$ cat src/rtl/memory_port_arbiter_pkg.sv
// Shared definitions for the two-port memory arbiter: FSM state encodings,
// port indices and the active-low memory strobe levels.
package memory_port_arbiter_pkg;

  typedef enum logic [1:0] {
    StIdle     = 2'b00,
    StAccess   = 2'b01,
    StComplete = 2'b10
  } arb_state_e;

  localparam logic PortCpu = 1'b0;
  localparam logic PortLdr = 1'b1;

  localparam logic MemEnOn    = 1'b0;
  localparam logic MemWrWrite = 1'b0;

endpackage

$ cat src/rtl/memory_port_arbiter_priority_pick.sv
// Combinational winner select between the CPU and loader requests.
// ARB_ROUND_ROBIN_EN: on a tie the port not served last wins; otherwise CPU has priority.
module memory_port_arbiter_priority_pick
  import memory_port_arbiter_pkg::*;
(
  input  logic cpu_req_i,
  input  logic ldr_req_i,
  input  logic last_i,
  output logic valid_o,
  output logic port_o
);

`ifndef ARB_ROUND_ROBIN_EN
  logic unused_last;
  assign unused_last = last_i;
`endif

  always_comb begin
    valid_o = cpu_req_i | ldr_req_i;
    port_o  = PortCpu;
`ifdef ARB_ROUND_ROBIN_EN
    if (cpu_req_i && ldr_req_i) begin
      port_o = ~last_i;
    end else if (ldr_req_i) begin
      port_o = PortLdr;
    end
`else
    if (!cpu_req_i && ldr_req_i) begin
      port_o = PortLdr;
    end
`endif
  end

endmodule

$ cat src/rtl/memory_port_arbiter.sv
// Shares one synchronous memory between the CPU sequencer and the loader port.
// Optional ARB_ROUND_ROBIN_EN selects round-robin instead of fixed CPU priority.
module memory_port_arbiter
  import memory_port_arbiter_pkg::*;
#(
  parameter int unsigned DataWidth = 16,
  parameter int unsigned AddrWidth = 8
) (
  input  logic                 Clk,
  input  logic                 Reset,
  input  logic                 CPU_Req,
  input  logic                 CPU_Wr,
  input  logic [AddrWidth-1:0] CPU_Addr,
  input  logic [DataWidth-1:0] CPU_WData,
  output logic                 CPU_Gnt,
  output logic                 CPU_Done,
  input  logic                 LDR_Req,
  input  logic                 LDR_Wr,
  input  logic [AddrWidth-1:0] LDR_Addr,
  input  logic [DataWidth-1:0] LDR_WData,
  output logic                 LDR_Gnt,
  output logic                 LDR_Done,
  output logic [DataWidth-1:0] RData,
  output logic                 MEM_En,
  output logic                 MEM_Wr,
  output logic [AddrWidth-1:0] MEM_Addr,
  output logic [DataWidth-1:0] MEM_WData,
  input  logic [DataWidth-1:0] MEM_RData,
  output logic                 Busy
);

  arb_state_e           state_q, state_d;
  logic                 winner_q, winner_d;
  logic                 last_q, last_d;
  logic                 mem_en_q, mem_en_d;
  logic                 mem_wr_q, mem_wr_d;
  logic [AddrWidth-1:0] mem_addr_q, mem_addr_d;
  logic [DataWidth-1:0] mem_wdata_q, mem_wdata_d;
  logic                 cpu_gnt_q, cpu_gnt_d, ldr_gnt_q, ldr_gnt_d;
  logic                 cpu_done_q, cpu_done_d, ldr_done_q, ldr_done_d;
  logic                 pick_valid, pick_port;

  memory_port_arbiter_priority_pick u_pick (
    .cpu_req_i (CPU_Req),
    .ldr_req_i (LDR_Req),
    .last_i    (last_q),
    .valid_o   (pick_valid),
    .port_o    (pick_port)
  );

  always_comb begin
    state_d     = state_q;
    winner_d    = winner_q;
    last_d      = last_q;
    mem_en_d    = ~MemEnOn;
    mem_wr_d    = ~MemWrWrite;
    mem_addr_d  = mem_addr_q;
    mem_wdata_d = mem_wdata_q;
    cpu_gnt_d   = 1'b0;
    ldr_gnt_d   = 1'b0;
    cpu_done_d  = 1'b0;
    ldr_done_d  = 1'b0;
    unique case (state_q)
      // COMPLETE re-arbitrates exactly like IDLE, giving one access per two cycles.
      StIdle, StComplete: begin
        if (pick_valid) begin
          state_d  = StAccess;
          winner_d = pick_port;
          last_d   = pick_port;
          mem_en_d = MemEnOn;
          if (pick_port == PortLdr) begin
            mem_wr_d    = LDR_Wr ? MemWrWrite : ~MemWrWrite;
            mem_addr_d  = LDR_Addr;
            mem_wdata_d = LDR_WData;
            ldr_gnt_d   = 1'b1;
          end else begin
            mem_wr_d    = CPU_Wr ? MemWrWrite : ~MemWrWrite;
            mem_addr_d  = CPU_Addr;
            mem_wdata_d = CPU_WData;
            cpu_gnt_d   = 1'b1;
          end
        end else begin
          state_d = StIdle;
        end
      end
      StAccess: begin
        state_d    = StComplete;
        cpu_gnt_d  = (winner_q == PortCpu);
        ldr_gnt_d  = (winner_q == PortLdr);
        cpu_done_d = (winner_q == PortCpu);
        ldr_done_d = (winner_q == PortLdr);
      end
      default: state_d = StIdle;
    endcase
  end

  // A reset while in ACCESS still lets the memory sample the presented cycle.
  always_ff @(posedge Clk) begin
    if (Reset) begin
      state_q     <= StIdle;
      winner_q    <= PortCpu;
      last_q      <= PortCpu;
      mem_en_q    <= ~MemEnOn;
      mem_wr_q    <= ~MemWrWrite;
      mem_addr_q  <= '0;
      mem_wdata_q <= '0;
      cpu_gnt_q   <= 1'b0;
      ldr_gnt_q   <= 1'b0;
      cpu_done_q  <= 1'b0;
      ldr_done_q  <= 1'b0;
    end else begin
      state_q     <= state_d;
      winner_q    <= winner_d;
      last_q      <= last_d;
      mem_en_q    <= mem_en_d;
      mem_wr_q    <= mem_wr_d;
      mem_addr_q  <= mem_addr_d;
      mem_wdata_q <= mem_wdata_d;
      cpu_gnt_q   <= cpu_gnt_d;
      ldr_gnt_q   <= ldr_gnt_d;
      cpu_done_q  <= cpu_done_d;
      ldr_done_q  <= ldr_done_d;
    end
  end

  assign CPU_Gnt   = cpu_gnt_q;
  assign LDR_Gnt   = ldr_gnt_q;
  assign CPU_Done  = cpu_done_q;
  assign LDR_Done  = ldr_done_q;
  assign MEM_En    = mem_en_q;
  assign MEM_Wr    = mem_wr_q;
  assign MEM_Addr  = mem_addr_q;
  assign MEM_WData = mem_wdata_q;
  assign RData     = MEM_RData;
  assign Busy      = (state_q != StIdle);

endmodule

$ cat config.mk
export PLATFORM = sky130hd
export DESIGN_NAME = memory_port_arbiter
export DESIGN_NICKNAME = d
export VERILOG_FILES = /design/src/rtl/memory_port_arbiter_pkg.sv /design/src/rtl/memory_port_arbiter_priority_pick.sv /design/src/rtl/memory_port_arbiter.sv
export SDC_FILE = /design/constraint.sdc
export NUM_CORES = 1
export LEC_CHECK = 0
export BUFFER_PORTS_ARGS = -buffer_cell sky130_fd_sc_hd__buf_4
export CAP_MARGIN = 0
export CORE_MARGIN = 4
export CORE_UTILIZATION = 45
export DETAILED_ROUTE_END_ITERATION = 10
export PLACE_DENSITY = 0.79
export SLEW_MARGIN = 20
export SYNTH_ARGS = -nofsm -noshare
export SYNTH_HDL_FRONTEND = slang
export SYNTH_SLANG_ARGS = --single-unit
$ cat constraint.sdc
create_clock -name Clk -period 1.87 [get_ports Clk]
set_clock_uncertainty 0.2 [all_clocks]
set_input_delay 0.187 -clock Clk [delete_from_list [all_inputs] [get_ports Clk]]
set_output_delay 0.187 -clock Clk [all_outputs]
set_load 0.02 [all_outputs]
# Yosys cells after proc, flatten, opt, wreduce, memory -nomap -nowiden
# Index checks and enable logic that the tools add are counted.
# word_totals
output_inout_bits	47
ff_bits	33
word_cells	41
in_bits	70
# classes
reduce_logical	9
n_bitwise	5
muxes	15
eq_ne	2
# ops
cell	n
2-to-1 mux 16 bit	1
2-to-1 mux 1 bit	10
2-to-1 mux 8 bit	1
OR reduction 2 bit	3
inverter 1 bit	4
one-hot mux 1 bit (2 select lines)	2
one-hot mux 2 bit (2 select lines)	1
OR reduction 3 bit	1
== test 2 x 1 -> 1 bit, second input constant	1
== test 2 bit, second input constant	1
logical NOT 2 bit	1
AND reduction 2 bit	1
nonzero test 2 bit	1
logical AND 1 bit	1
logical NOT 1 bit	1
OR 1 bit	1

# Logic depth before layout (Yosys ltp)
# Gate-level depths: netlist of the first run.
# logic_depth
ltp_word	6
ltp_mapped	4
ltp_nobuf	2

# Hierarchy
# A second synthesis of the first run with hierarchy kept.
# hier_totals
cells_unflattened	153
hier_area_um2	1562.7
# by_module_without_submodules
module	seq_area_each_um2	area_each_um2	cells_per_inst	n_inst
memory_port_arbiter	660.6	1550.2	151	1
memory_port_arbiter_priority_pick	0.0	12.5	2	1

# Worst setup path after synthesis of the first run
# OpenSTA, ideal clock, no wires.
# synth_path
path_kind	reg-to-output
from	register state_q[0]
to	output Busy
stages_incl_launch_ff	4
path_buffers	2
path_slack_ns	0.553
arrival_time_ns	0.930
required_ns	1.483
path_cell_list	dfxtp_1 -> buf_6 -> buf_2 -> or2_2
# synth_between
elab_chain_cells	1
# synth_rtl
item	line_no	rtl
from (decl)	memory_port_arbiter.sv:32	arb_state_e state_q, state_d;
from (signal assigned)	memory_port_arbiter.sv:100	state_q <= StIdle;
from (signal assigned)	memory_port_arbiter.sv:112	state_q <= state_d;
nonzero test 2 bit	memory_port_arbiter.sv:135	assign Busy = (state_q != StIdle);
to (decl)	memory_port_arbiter.sv:29	output logic Busy
# Every way passes these cells.

# Worst setup path after layout of the first run
# layout_path
from	register state_q[0]
to	register mem_wr_q (netlist: MEM_Wr)
# layout_between
elab_chain_cells	4
word_cells_on_any_way	5
classes_between	1 x eq/ne; 1 x bitwise; 3 x reduce/logical
# layout_rtl
item	line_no	rtl
== test 2 bit or logical NOT 2 bit (tied branches)	-	
OR reduction 2 bit (*)	memory_port_arbiter.sv:63	unique case (state_q)
inverter 1 bit (no source line) (*)	-	
OR reduction 3 bit (no source line) (*)	-	
to (signal assigned)	memory_port_arbiter.sv:104	mem_wr_q <= ~MemWrWrite;
to (signal assigned)	memory_port_arbiter.sv:116	mem_wr_q <= mem_wr_d;
to (decl)	memory_port_arbiter.sv:36	logic mem_wr_q, mem_wr_d;
# Every way passes the cells marked *; elsewhere a longest branch is shown, timed or not.
# A chain may end at the register's enable or synchronous reset.

==> results by stage, run 1 <==
Outcome:
- The flow ran to the end, and the final reports show no timing, DRC or antenna violations.

Global routing:
- The residual overflow from global routing is 0.
- The pin count of the biggest net entering global routing is 30.
- The global router's overall resource usage is between 10% and 20%.
- The first-pass GRT wire length is 7740 µm.
- The via count of the first global-routing pass was around 1,700.
- The number of antenna violations at the first check in global routing is 0.

STA:
- For the pin with the worst max-slew slack, the measured transition is 865 ps.
- After layout, the worst setup slack is between 100 and 150 ps.
- The count of final hold-check violations is 0.
- Hold is met by ~110 ps.
- The maximum operating frequency is ~570 MHz.
- The ratio of final minimum period to clock period is a little over nine tenths.
- For the final routed database, the setup TNS stands at 0 ps.
- The number of failing setup endpoints in the final timing report is 0.
- The max-slew headroom at the worst pin is a little over two fifths.
- The max-slew violation count came to 0.
- For the finished layout, the period the worst path requires is ~1800 ps.
- Setup repair after global routing left no endpoint under its margin.

Placement:
- The estimated wirelength of the detail-placed design is about 3300 µm.
- The congestion estimate from routability-driven global placement came to 0.701.
- The worst slack after detailed placement is approximately 180 ps.
- The placed instance area is between 0.002 and 0.003 mm².
- The count of port buffers added during placement is between 80 and 90.

Floorplan:
- For this configuration, the core starts out at a cell density of a little under half.
- The floorplan has 25 rows.
- The floorplan step defined a die boundary enclosing approximately 0.006 mm².
- During I/O placement, the number of pins put on the boundary was about 120.
- In this run the horizontal extent of the chip is just under 80 µm.
- Measured along the y axis, the die boundary spans 77.6 µm.
- The placeable core region is 0.00472 mm².

Critical path:
- At the worst endpoint, the arrival time is between 1500 and 2000 ps.
- In this run the worst path has a maximum fanout of 28.
- The critical path starts at state_q[0].
- The critical path is of the register to register type.
- Counting cells, the worst reg-to-reg path comes to 4.
- The signal on the critical path passes through buf_12 -> nor2_2 -> o21ai_1 -> dlygate4sd3_1.
- The startpoint identified for the worst register-to-register timing path is state_q[0].
- The launching element type of the critical path is a register.
- The largest single stage delay on the critical path is 560 ps.
- The kind of end point of the critical path is a register.
- The data required time at the worst endpoint is between 1500 and 2000 ps.
- On the critical path, the stage with the largest delay is an instance of sky130_fd_sc_hd__dlygate4sd3_1.

Pwr:
- The worst-case IR drop observed on VDD is 316 µV.
- For this design the ratio of total power to cell area is between 700 and 800 mW/mm².
- The total chip power is 2.16 mW.
- The static leakage is between 1 and 1.5 nW.

Clocking:
- The register clock-pin slew on the reported worst setup and hold paths is 70 ps.
- The H-tree was split into 2 levels.
- The longest clock path from root to sink contains 2 buffers.
- The number of clock buffers added by TritonCTS is 5.
- The CTS tree is done.
- The clock root buffer is sky130_fd_sc_hd__clkbuf_8.
- The clock sink count is 33.
- Buffers added to address setup during post-CTS repair amount to 0.
- The clock reaches the later pin of the worst-skew pair after between 200 and 300 ps.

Final layout:
- The antenna cell count is 0.
- The flip-flop count of the largest register, all copies and words added is 16.
- The net count reported at finish is 317.
- From synthesis to final layout, the design area changed by 26.7%.
- After routing the design area is 0.00276 mm².
- The fraction of final layout cells sized beyond drive strength 1 is approximately 57%.
- After filler insertion, the fill cell instance count of the layout stands at between 400 and 500.

Drt:
- For this block, the via count after detailed routing is approximately 1,600.
- The post-route DRC violation count is 0.
- Dividing the detail-routed wire length by the instance count gives between 15 and 20 µm.
- Dividing the detail-routed via count by the number of cells gives approximately 5.
- The pre-antenna-repair detailed-routing pass consisted of 4 iterations.
- The number of DRC markers in iteration 0 is 30.
- The number of routed nets with antenna violations is 0.
- The routed design has 4740 µm of wire.

Synth:
- Of the synthesized area, sequential elements account for a little under a third.
- The per-instance average area after synthesis is 11.8 µm².
- The combined area of all synthesized cells is ~0.0022 mm².
- After synthesis, the netlist uses 30 different library cells.
- Counting every instance in the synthesized netlist gives between 150 and 200.
- The register bit total from synthesis is 33.
- The number of nets handed over by synthesis was 255.
- The Yosys step of the flow raised 0 warnings.

Job:
- Max-cap violations in this run came to 0.

Hold path:
- The worst hold path was traced through 3 stages.
- The type of the most critical hold path is primary input to register.
- In this run the most critical hold path is launched from CPU_WData[0].
==> repair_timing <==
| item | CTS | global route |
|---|---|---|
| hold endpoints to repair | 1 | 0 |
| hold buffers | 2 | 0 |
| setup endpoints to repair | 0 | 1 |
| resized for setup | 0 | 1 |
==> synth_stat cells <==
library cell / number / area share [%]
sky130_fd_sc_hd__clkbuf_1: 2 / 0.34
sky130_fd_sc_hd__a2111oi_1: 4 / 1.8
sky130_fd_sc_hd__dfxtp_1: 33 / 30
sky130_fd_sc_hd__o21ai_1: 1 / 0.23
sky130_fd_sc_hd__inv_1: 25 / 4.3
sky130_fd_sc_hd__o21bai_4: 1 / 0.86
sky130_fd_sc_hd__buf_8: 2 / 1.4
sky130_fd_sc_hd__or2_2: 1 / 0.29
sky130_fd_sc_hd__nor2b_1: 2 / 0.57
sky130_fd_sc_hd__o21a_1: 1 / 0.34
sky130_fd_sc_hd__and3b_1: 1 / 0.40
sky130_fd_sc_hd__buf_6: 9 / 4.6
sky130_fd_sc_hd__nand3b_1: 1 / 0.34
sky130_fd_sc_hd__nor4b_2: 10 / 6.9
sky130_fd_sc_hd__o211a_1: 1 / 0.46
sky130_fd_sc_hd__buf_2: 4 / 0.92
sky130_fd_sc_hd__nor2_1: 1 / 0.17
sky130_fd_sc_hd__or3b_1: 2 / 0.80
sky130_fd_sc_hd__nor3b_2: 1 / 0.57
sky130_fd_sc_hd__nor4b_4: 10 / 11
sky130_fd_sc_hd__o21ai_0: 1 / 0.23
sky130_fd_sc_hd__bufbuf_16: 1 / 1.5
sky130_fd_sc_hd__and2_1: 2 / 0.57
sky130_fd_sc_hd__nand2b_1: 1 / 0.29
sky130_fd_sc_hd__buf_12: 1 / 0.92
sky130_fd_sc_hd__nor3b_1: 24 / 8.3
sky130_fd_sc_hd__nor4b_1: 4 / 1.6
sky130_fd_sc_hd__buf_4: 17 / 5.9
sky130_fd_sc_hd__a2111oi_2: 20 / 14
sky130_fd_sc_hd__a21oi_1: 2 / 0.46
==> where the power goes <==
| part | internal, mW | switching (mW) |
|---|---|---|
| logic | 0.275 | 0.278 |
| registers | 0.765 | 0.0392 |
| clock network | 0.530 | 0.273 |
| total | 1.57 | 0.590 |
==> worst max-delay path, delay by kind of cell, from the launching register on <==
kind	cells	cell delay [ps]
buffers and inverters	2	810
flip-flops	1	530
AO/OA/AOI/OAI	1	90
AND/OR/NAND/NOR	1	80
==> cell families after synthesis <==
| group | after synthesis | synth area share (%) |
|---|---|---|
| and+or+nand+nor | 60 | 31.7 |
| AOI/OAI and AO/OA | 31 | 18.2 |
| DFF | 33 | 30.3 |
| buffers and inverters | 61 | 19.9 |
==> cells in the final DEF, fill, tap and decap left out <==
master                          Yosys  layout
sky130_fd_sc_hd__inv_1             25      25
sky130_fd_sc_hd__dfxtp_1           33      32
sky130_fd_sc_hd__a2111oi_2         20      20
sky130_fd_sc_hd__o21ai_0            1       1
sky130_fd_sc_hd__nand2b_1           1       1
sky130_fd_sc_hd__bufinv_16          0       2
sky130_fd_sc_hd__o21ai_1            1       1
sky130_fd_sc_hd__a2111oi_1          4       4
sky130_fd_sc_hd__buf_4             17      88
sky130_fd_sc_hd__clkinv_2           0       1
sky130_fd_sc_hd__a21oi_1            2       2
sky130_fd_sc_hd__dfxtp_2            0       1
sky130_fd_sc_hd__o21a_1             1       1
sky130_fd_sc_hd__nor4b_4           10      10
sky130_fd_sc_hd__or3b_1             2       2
sky130_fd_sc_hd__and2_1             2       2
sky130_fd_sc_hd__buf_12             1       1
sky130_fd_sc_hd__and3b_1            1       1
sky130_fd_sc_hd__nand3b_1           1       1
sky130_fd_sc_hd__nor4b_1            4       4
sky130_fd_sc_hd__o211a_1            1       1
sky130_fd_sc_hd__nor3b_2            1       1
sky130_fd_sc_hd__nor3b_1           24      24
sky130_fd_sc_hd__o21bai_4           1       1
sky130_fd_sc_hd__clkbuf_8           0       5
sky130_fd_sc_hd__dlygate4sd3_1      0       2
sky130_fd_sc_hd__nor2_2             0       1
sky130_fd_sc_hd__nor4b_2           10      10
sky130_fd_sc_hd__nor2b_1            2       2
sky130_fd_sc_hd__or2_2              1       1
==> cell type report <==
type / count / area [µm²] / share of cell area [%]
multi-input cells: 91 / 1090 / 39.4
clock buffers: 5 / 68.8 / 2.49
flip-flops and latches: 33 / 662 / 23.9
inverters: 25 / 93.8 / 3.40
well taps: 67 / 83.8 / 3.03
repair buffers: 91 / 701 / 25.4
clock inverters: 3 / 65.1 / 2.35
==> routing by layer <==
layer	vias to the layer above	routed length, µm	global-route usage, %
met5	-	0	0
met4	0	83	7.83
met3	7	279	3.48
met2	53	2480	27.7
met1	758	1900	18.6
li1	777	-	-
==> stage by stage <==
step                instances  util, %
floorplan                 185        -
global placement          305     55.2
detailed placement        305     55.2
CTS                       315     58.5
global route              315     58.5
finish                    315     58.5
==> path summary, 6_finish.rpt <==
kind,endpoint,slack (ps)
max,MEM_Wr,110
min,MEM_WData[0],110
max reg2reg,MEM_Wr,110
min reg2reg,MEM_WData[13],270
Note: power is estimated with default switching activity, not from simulation.
==> inputs of run 2 (changes only) <==
--- a/config.mk
+++ b/config.mk
@@ -10,6 +10,7 @@
 export CORE_MARGIN = 4
 export CORE_UTILIZATION = 45
 export DETAILED_ROUTE_END_ITERATION = 10
+export GPL_TIMING_DRIVEN = 0
 export PLACE_DENSITY = 0.79
 export SLEW_MARGIN = 20
 export SYNTH_ARGS = -nofsm -noshare
==> results by stage, run 2 (synthesis results as in run 1) <==
Outcome:
- The run finished with clean final reports.

Floorplan:
- During I/O placement, the number of pins put on the boundary was about 120.
- In this run the core area contains 25 standard-cell rows.
- The effective utilization at floorplan is a little under half.
- The total area inside the core boundary comes to between 0.004 and 0.005 mm².
- The die is 77.6 µm wide.
- The die footprint is ~0.0060 mm².
- In this run the vertical extent of the chip is just under 80 µm.

Clocking:
- The later pin in the worst-skew pair is clocked with a latency of 280 ps.
- The maximum root-to-sink buffer count is 2.
- The CTS tree is done.
- The number of setup buffers added after CTS is 0.
- The clock sink count is 33.
- Clock-pin slew was measured on the worst setup and hold paths at ~70 ps.
- In this run, post-CTS repair resized a total of 0 instances.
- The number of buffers inserted during clock tree synthesis is 5.
- The number of levels the H-tree was split into is 2.
- The clock root buffer is sky130_fd_sc_hd__clkbuf_8.

Final layout:
- The flip-flop count of the largest register, all copies and words added is 16.
- The top cell types in the final layout, fill and taps aside, are 115 x sky130_fd_sc_hd__buf_4, 33 x sky130_fd_sc_hd__dfxtp_1, 25 x sky130_fd_sc_hd__inv_1, 24 x sky130_fd_sc_hd__nor3b_1, 20 x sky130_fd_sc_hd__a2111oi_2.
- From synthesis to final layout, the design area changed by 42.7%.
- The most common cell after layout, fill and taps aside is sky130_fd_sc_hd__buf_4.
- Of the cells placed in the final design, the portion with a size suffix greater than 1 is 62.7%.
- The repair_antennas step left the layout with diodes totalling 0.
- Fill cells in the final layout number approximately 410.
- After the last flow step, the layout net total stands at roughly 360.
- The storage element area is 661 µm².
- The area taken by multi-input logic gates is about 0.0011 mm².

Critical path:
- Of all nets on the critical path, the largest fanout is 10.
- The kind of end point of the critical path is an output pin.
- STA puts the critical path data required time at ~1500 ps.
- The maximum single-stage delay on the critical path is 330 ps.
- The buffers plus inverters on the worst setup path is 3.
- The worst-path cell with the longest stage delay is sky130_fd_sc_hd__dfxtp_1.
- The critical path class is register to output pin.
- Grouping stages by cell kind, the critical path spends the most delay in buffers and inverters.
- The worst setup path is launched from a register.
- The signal on the critical path passes through buf_6 -> buf_2 -> or2_2 -> buf_4.
- The arrival time at the worst endpoint is roughly 1400 ps.

Drt:
- The number of routed nets with antenna violations is 0.
- Wires add up to between 5000 and 6000 µm.
- The via-per-instance ratio is 4.96.
- The count of TritonRoute iterations in the first routing pass is 4.
- The routed length per instance is between 10 and 15 µm.
- For this block, the via count after detailed routing is roughly 1,800.
- In this run, the number of DRC markers left after iteration 0 of detailed routing was 48.
- In the routed design, unresolved DRC markers number 0.

STA:
- The maximum operating frequency is 562 MHz.
- The max-slew violation count came to 0.
- The count of final hold-check violations was 0.
- The max-slew headroom at the worst pin is roughly half.
- Setup repair after global routing left no endpoint under its margin.
- The time the final worst path needs with I/O delays and setup is 1780 ps.
- The setup total negative slack is 0 ps.
- At the pin with the least slew margin, the transition time is about 750 ps.
- The worst path uses a little over nine tenths of the clock period.
- Setup violations remaining at the end of the flow were counted as 0.

Global routing:
- Summed over all layers, the global routing overflow is 0.
- Global routing used 18.1% of the available tracks across all layers.
- The via count of the first global-routing pass is approximately 1,900.
- Entering global routing, the biggest net connects 11 pins.
- The first-pass GRT wire length is ~8700 µm.
- The number of antenna violations at the first check in global routing is 0.

Placement:
- Once detailed placement completed, the half-perimeter wirelength came to about 4100 µm.
- In this run the tool buffered the top-level ports with 98 buffer cells.
- The routability congestion estimate is 0.737.

Pwr:
- The static leakage is between 1 and 1.5 nW.
- The total chip power is ~2.1 mW.
- The worst-case IR drop observed on VDD is ~430 µV.
- Dividing total power by cell area gives a power density of around 670 mW/mm².

Job:
- Max-cap violations in this run came to 0.

Hold path:
- In this run the worst hold path is classified as primary input to register.
==> run 2: cell types whose count changed in the layout (fill, tap and decap cells not counted), moves of 2 or more <==
cell,change
sky130_fd_sc_hd__buf_8,+2
sky130_fd_sc_hd__clkbuf_8,+2
sky130_fd_sc_hd__buf_6,+9
sky130_fd_sc_hd__clkbuf_1,+2
sky130_fd_sc_hd__buf_2,+4
sky130_fd_sc_hd__bufinv_16,-2
sky130_fd_sc_hd__buf_4,+27
==> run 2: path summary, 6_finish.rpt <==
kind                  endpoint    startpoint  depth (start not counted)  slack [ps]
hold / removal          MEM_Wr        LDR_Wr                          3          20
setup reg to reg   MEM_Addr[0]    state_q[0]                          4         400
hold reg to reg   MEM_WData[4]  MEM_WData[4]                          2         270
setup / recovery          Busy    state_q[0]                          4          90
==> run 2: report_power, final <==
group | total (mW) | switching, mW | internal (mW)
Clock | 0.599 | 0.266 | 0.333
Sequential | 0.797 | 0.0318 | 0.765
Combinational | 0.685 | 0.330 | 0.355
==> run 2: worst reg2reg max path, stage by stage, from the launching register on <==
cell and delay (ps):
sky130_fd_sc_hd__dfxtp_1 370, sky130_fd_sc_hd__buf_6 170, sky130_fd_sc_hd__buf_2 250, sky130_fd_sc_hd__nor3b_1 100, sky130_fd_sc_hd__a2111oi_2 280
==> run 2: metal layers <==
| layer | GRT usage [%] | vias to the layer above | wire length, µm |
|---|---|---|---|
| li1 | - | 870 | - |
| met5 | 0 | - | 0 |
| met4 | 6.76 | 0 | 82 |
| met2 | 30.3 | 70 | 2670 |
| met1 | 21.7 | 832 | 2110 |
| met3 | 5.57 | 7 | 453 |
==> run 2: stage by stage <==
stage	cell area, µm²	instances	hold slack [ps]	utilization (%)	setup slack, ps
2_1_floorplan	2180	185	195	-	553
3_3_place_gp	3000	350	254	63.5	388
3_5_place_dp	3000	350	260	63.5	391
4_1_cts	3110	359	3.95	65.9	68.8
5_1_grt	3110	359	9.53	65.9	26.1
6_report	3110	359	18.2	65.9	91.8
==> run 2: final cells by class <==
class                   instances  share of cell area, %
multi-input cells              91                   34.9
repair buffers                 99                   24.0
flip-flops and latches         33                   21.2
plain buffers                  36                   10.9
clock buffers                   7                   3.10
inverters                      25                   3.02
well taps                      67                   2.69
clock inverters                 1                  0.161
==> run 2: what timing repair did <==
item                                    4_1_cts  5_1_grt
endpoints found under the setup margin        0        0
hold endpoints to repair                      1        0
hold buffers                                  1        0
==> inputs of run 3 (changes only) <==
--- a/config.mk
+++ b/config.mk
@@ -7,11 +7,13 @@
 export LEC_CHECK = 0
 export BUFFER_PORTS_ARGS = -buffer_cell sky130_fd_sc_hd__buf_4
 export CAP_MARGIN = 0
+export CELL_PAD_IN_SITES_DETAIL_PLACEMENT = 1
+export CELL_PAD_IN_SITES_GLOBAL_PLACEMENT = 2
 export CORE_MARGIN = 4
-export CORE_UTILIZATION = 45
+export CORE_UTILIZATION = 26
 export DETAILED_ROUTE_END_ITERATION = 10
 export GPL_TIMING_DRIVEN = 0
-export PLACE_DENSITY = 0.79
+export PLACE_DENSITY = 0.78
 export SLEW_MARGIN = 20
 export SYNTH_ARGS = -nofsm -noshare
 export SYNTH_HDL_FRONTEND = slang
==> constraint.sdc (replaced) <==
create_clock -name Clk -period 1.9 [get_ports Clk]
set_clock_uncertainty 0.2 [all_clocks]
set_input_delay 0.19 -clock Clk [delete_from_list [all_inputs] [get_ports Clk]]
set_output_delay 0.19 -clock Clk [all_outputs]
set_load 0.02 [all_outputs]
==> results by stage, run 3 (synthesis results as in run 1) <==
Floorplan:
- The region available for standard cell placement spans 0.00818 mm².
- The die width is about 100 µm.
- In this run the vertical extent of the chip is 99.6 µm.
- The initial utilization of the core area, before any placement, comes to 26.7%.
- The floorplan row count is 33.
- The total I/O pin count is about 120.
- The die footprint is slightly below 0.01 mm².

Drt:
- The routed wire length is about 6300 µm.
- The routed layout has 1,771 vias.
- The number of routed nets with antenna violations is 0.
- Using the TritonRoute via totals, the vias-per-cell ratio works out to around 4.5.
- For this block, the initial DRC count from the detailed router was 18.
- The first detailed-routing pass took 4 iterations.
- The routed length per instance is 15.9 µm.
- In the routed design, unresolved DRC markers number 0.

Pwr:
- The power density over the cells is 641 mW/mm².
- VDD sags by at most 256 µV.
- The design internal power is approximately 1.4 mW.
- The portion of total power attributed to combinational logic is between 30% and 40%.
- The static leakage is approximately 1.3 nW.
- The proportion of power drawn by flip-flops and latches is about two fifths.
- The share of power burned in the clock network is between 20% and 30%.
- Summed over all nets, the switching power comes to ~670 µW.
- Of the total power, the share spent switching nets is 32.9%.

Global routing:
- Entering global routing, the biggest net connects 13 pins.
- The global router's overall resource usage is about an eighth.
- The number of antenna violations at the first check in global routing is 0.
- The residual overflow from global routing is 0.
- The first global-routing pass estimated between 9000 and 10,000 µm of wire.
- Global routing used under 10% of the available met3 tracks.
- After global routing, the most crowded layer is met2.
- The met1 usage in global routing is between 10% and 20%.
- The global-route met2 utilization is between 20% and 30%.
- The via count of the first global-routing pass is roughly 1,900.

Placement:
- After legalization and detailed placement, the total HPWL measured roughly 4800 µm.
- The routability congestion estimate is ~0.67.
- The count of buffers added on input and output ports is just under 100.

STA:
- Setup violations remaining at the end of the flow were counted as 0.
- The worst pin sits at a relative slew slack of around 48%.
- The max-slew violation count is 0.
- The pin slew with the least headroom to its limit is ~770 ps.
- The count of final hold-check violations was 0.
- Static timing analysis puts the maximum clock frequency at about 600 MHz.
- Of the available clock period, the critical path in the final layout requires between 80% and 90%.
- For the finished layout, the period the worst path requires is roughly 1700 ps.
- Adding up every negative setup slack in the final design gives 0 ps.
- Setup repair after global routing left no endpoint under its margin.

Critical path:
- On the worst path, the slowest cell contributes a delay of 570 ps.
- The signal on the critical path passes through dlygate4sd3_1 -> buf_4 -> and2_1 -> o21ai_1 -> dlygate4sd3_1.
- The launching element type of the critical path is a primary input.
- The worst setup path is captured at a register.
- The number of buffers and inverters on the critical path is 3.
- At the worst endpoint, the arrival time is between 1500 and 2000 ps.
- Among the stages of the critical path, the cell type that occurs most often is sky130_fd_sc_hd__dlygate4sd3_1.
- The data required time at the worst endpoint is about 1900 ps.
- The critical path class is primary input to register.
- The endpoint of the worst register-to-register path is MEM_Wr.
- The worst-path cell with the longest stage delay is sky130_fd_sc_hd__dlygate4sd3_1.
- The start of the worst register-to-register path is state_q[0].
- The slack of the worst reg-to-reg path is 290 ps.
- The number of cells on the worst reg-to-reg path is 4.
- The cell family contributing the most delay on the critical path is buffers and inverters.
- Along the worst path, the maximum fanout reaches 1.

Clocking:
- The latest clock arrival within the worst-skew pair is roughly 280 ps.
- The clock passes through at most 2 buffers.
- TritonCTS built the clock tree.
- The clock sink count is 33.
- The number of buffers inserted during clock tree synthesis is 5.
- The H-tree was split into 2 levels.
- The clock root buffer is sky130_fd_sc_hd__clkbuf_8.
- Clock-pin slew was measured on the worst setup and hold paths at about 80 ps.

Final layout:
- After the last flow step, the layout net total stands at roughly 360.
- After filler insertion, the fill cell instance count of the layout stands at 950.
- The most common cell after layout, fill and taps aside is sky130_fd_sc_hd__buf_4.
- The post-synthesis to final-layout area growth is 45.0%.
- Cells with a size suffix above 1 make up 62.7% of the layout.
- The area taken by multi-input logic gates is approximately 0.0011 mm².
- In the final layout, flip-flops and latches occupy approximately 660 µm².
- Measured on the finished design, the core utilization comes to between 30% and 40%.
- The register with the most flip-flops in the layout has 16 of them.
- 0 antenna diodes ended up in the layout.
- In the layout the commonest cells are 115 x sky130_fd_sc_hd__buf_4, 33 x sky130_fd_sc_hd__dfxtp_1, 25 x sky130_fd_sc_hd__inv_1, 24 x sky130_fd_sc_hd__nor3b_1, 20 x sky130_fd_sc_hd__a2111oi_2.

Job:
- The number of maximum-capacitance violations is 0.

Hold path:
- The path with the worst hold slack has its endpoint at MEM_WData[4].
- The type of the most critical hold path is primary input to register.
- The hold path startpoint is Reset.
- The worst hold path passes through 2 cells.

Outcome:
- The run finished with clean final reports.
[run 3: cell count changes in the layout (fill, tap and decap cells not counted), sizes merged]
cell         change
dlygate4sd3      +1
clkinvlp         +3
buf              -1
clkbuf           -2
clkinv           -1
[run 3: metrics by stage]
step / area (µm²) / power [mW] / cells / hold WS [ps] / setup slack (ps)
after floorplan: 2180 / 1.22 / 185 / 198 / 580
after global placement: 3050 / 1.49 / 388 / 255 / 398
after detailed placement: 3050 / 1.50 / 388 / 263 / 396
after CTS: 3160 / 2.07 / 398 / 76.1 / 61.1
after global routing: 3160 / 2.14 / 397 / 87.2 / 150
final: 3160 / 2.03 / 397 / 73.7 / 240
[run 3: power groups by stage]
stage | sequential [mW] | clock (mW) | combinational (mW)
6_report | 0.783 | 0.557 | 0.686
5_1_grt | 0.793 | 0.605 | 0.738
4_1_cts | 0.786 | 0.581 | 0.698
3_5_place_dp | 0.801 | 0 | 0.694
3_3_place_gp | 0.800 | 0 | 0.690
2_1_floorplan | 0.866 | 0 | 0.351
[run 3: worst register-to-register path, delay by kind of cell, from the launching register on]
family          cells  cell delay (ps)
flops               1              340
simple gates        1              140
compound gates      1               70
buf+inv             2              750
[run 3: worst max-delay path by stage]
stage,startpoint,to,slack [ps],cells after the start
floorplan,state_q[0],Busy,580,3
global placement,state_q[0],Busy,400,4
detailed placement,state_q[0],Busy,400,4
finish,CPU_Wr,MEM_Wr,240,5
global route,state_q[0],MEM_WData[9],150,4
CTS,state_q[0],Busy,60,4
[run 3: cell type report]
cell class | instances | area share, %
clock inverters | 3 | 0.712
repair buffers | 100 | 23.9
clock buffers | 5 | 2.18
inverters | 25 | 2.97
multi-input cells | 91 | 34.6
well taps | 105 | 4.16
plain buffers | 35 | 10.6
flip-flops and latches | 33 | 20.9
[run 3: repair_timing]
action,CTS,global route
endpoints found under the setup margin,0,2
hold endpoints to repair,1,0
resized for setup,0,2
buffers inserted,0,0
hold buffers,2,0
[run 3: per-layer routing]
layer / wire length, µm / vias to the layer above
li1: - / 867
met1: 2660 / 833
met2: 3190 / 69
met3: 450 / 2
met4: 18 / 0
met5: 0 / -
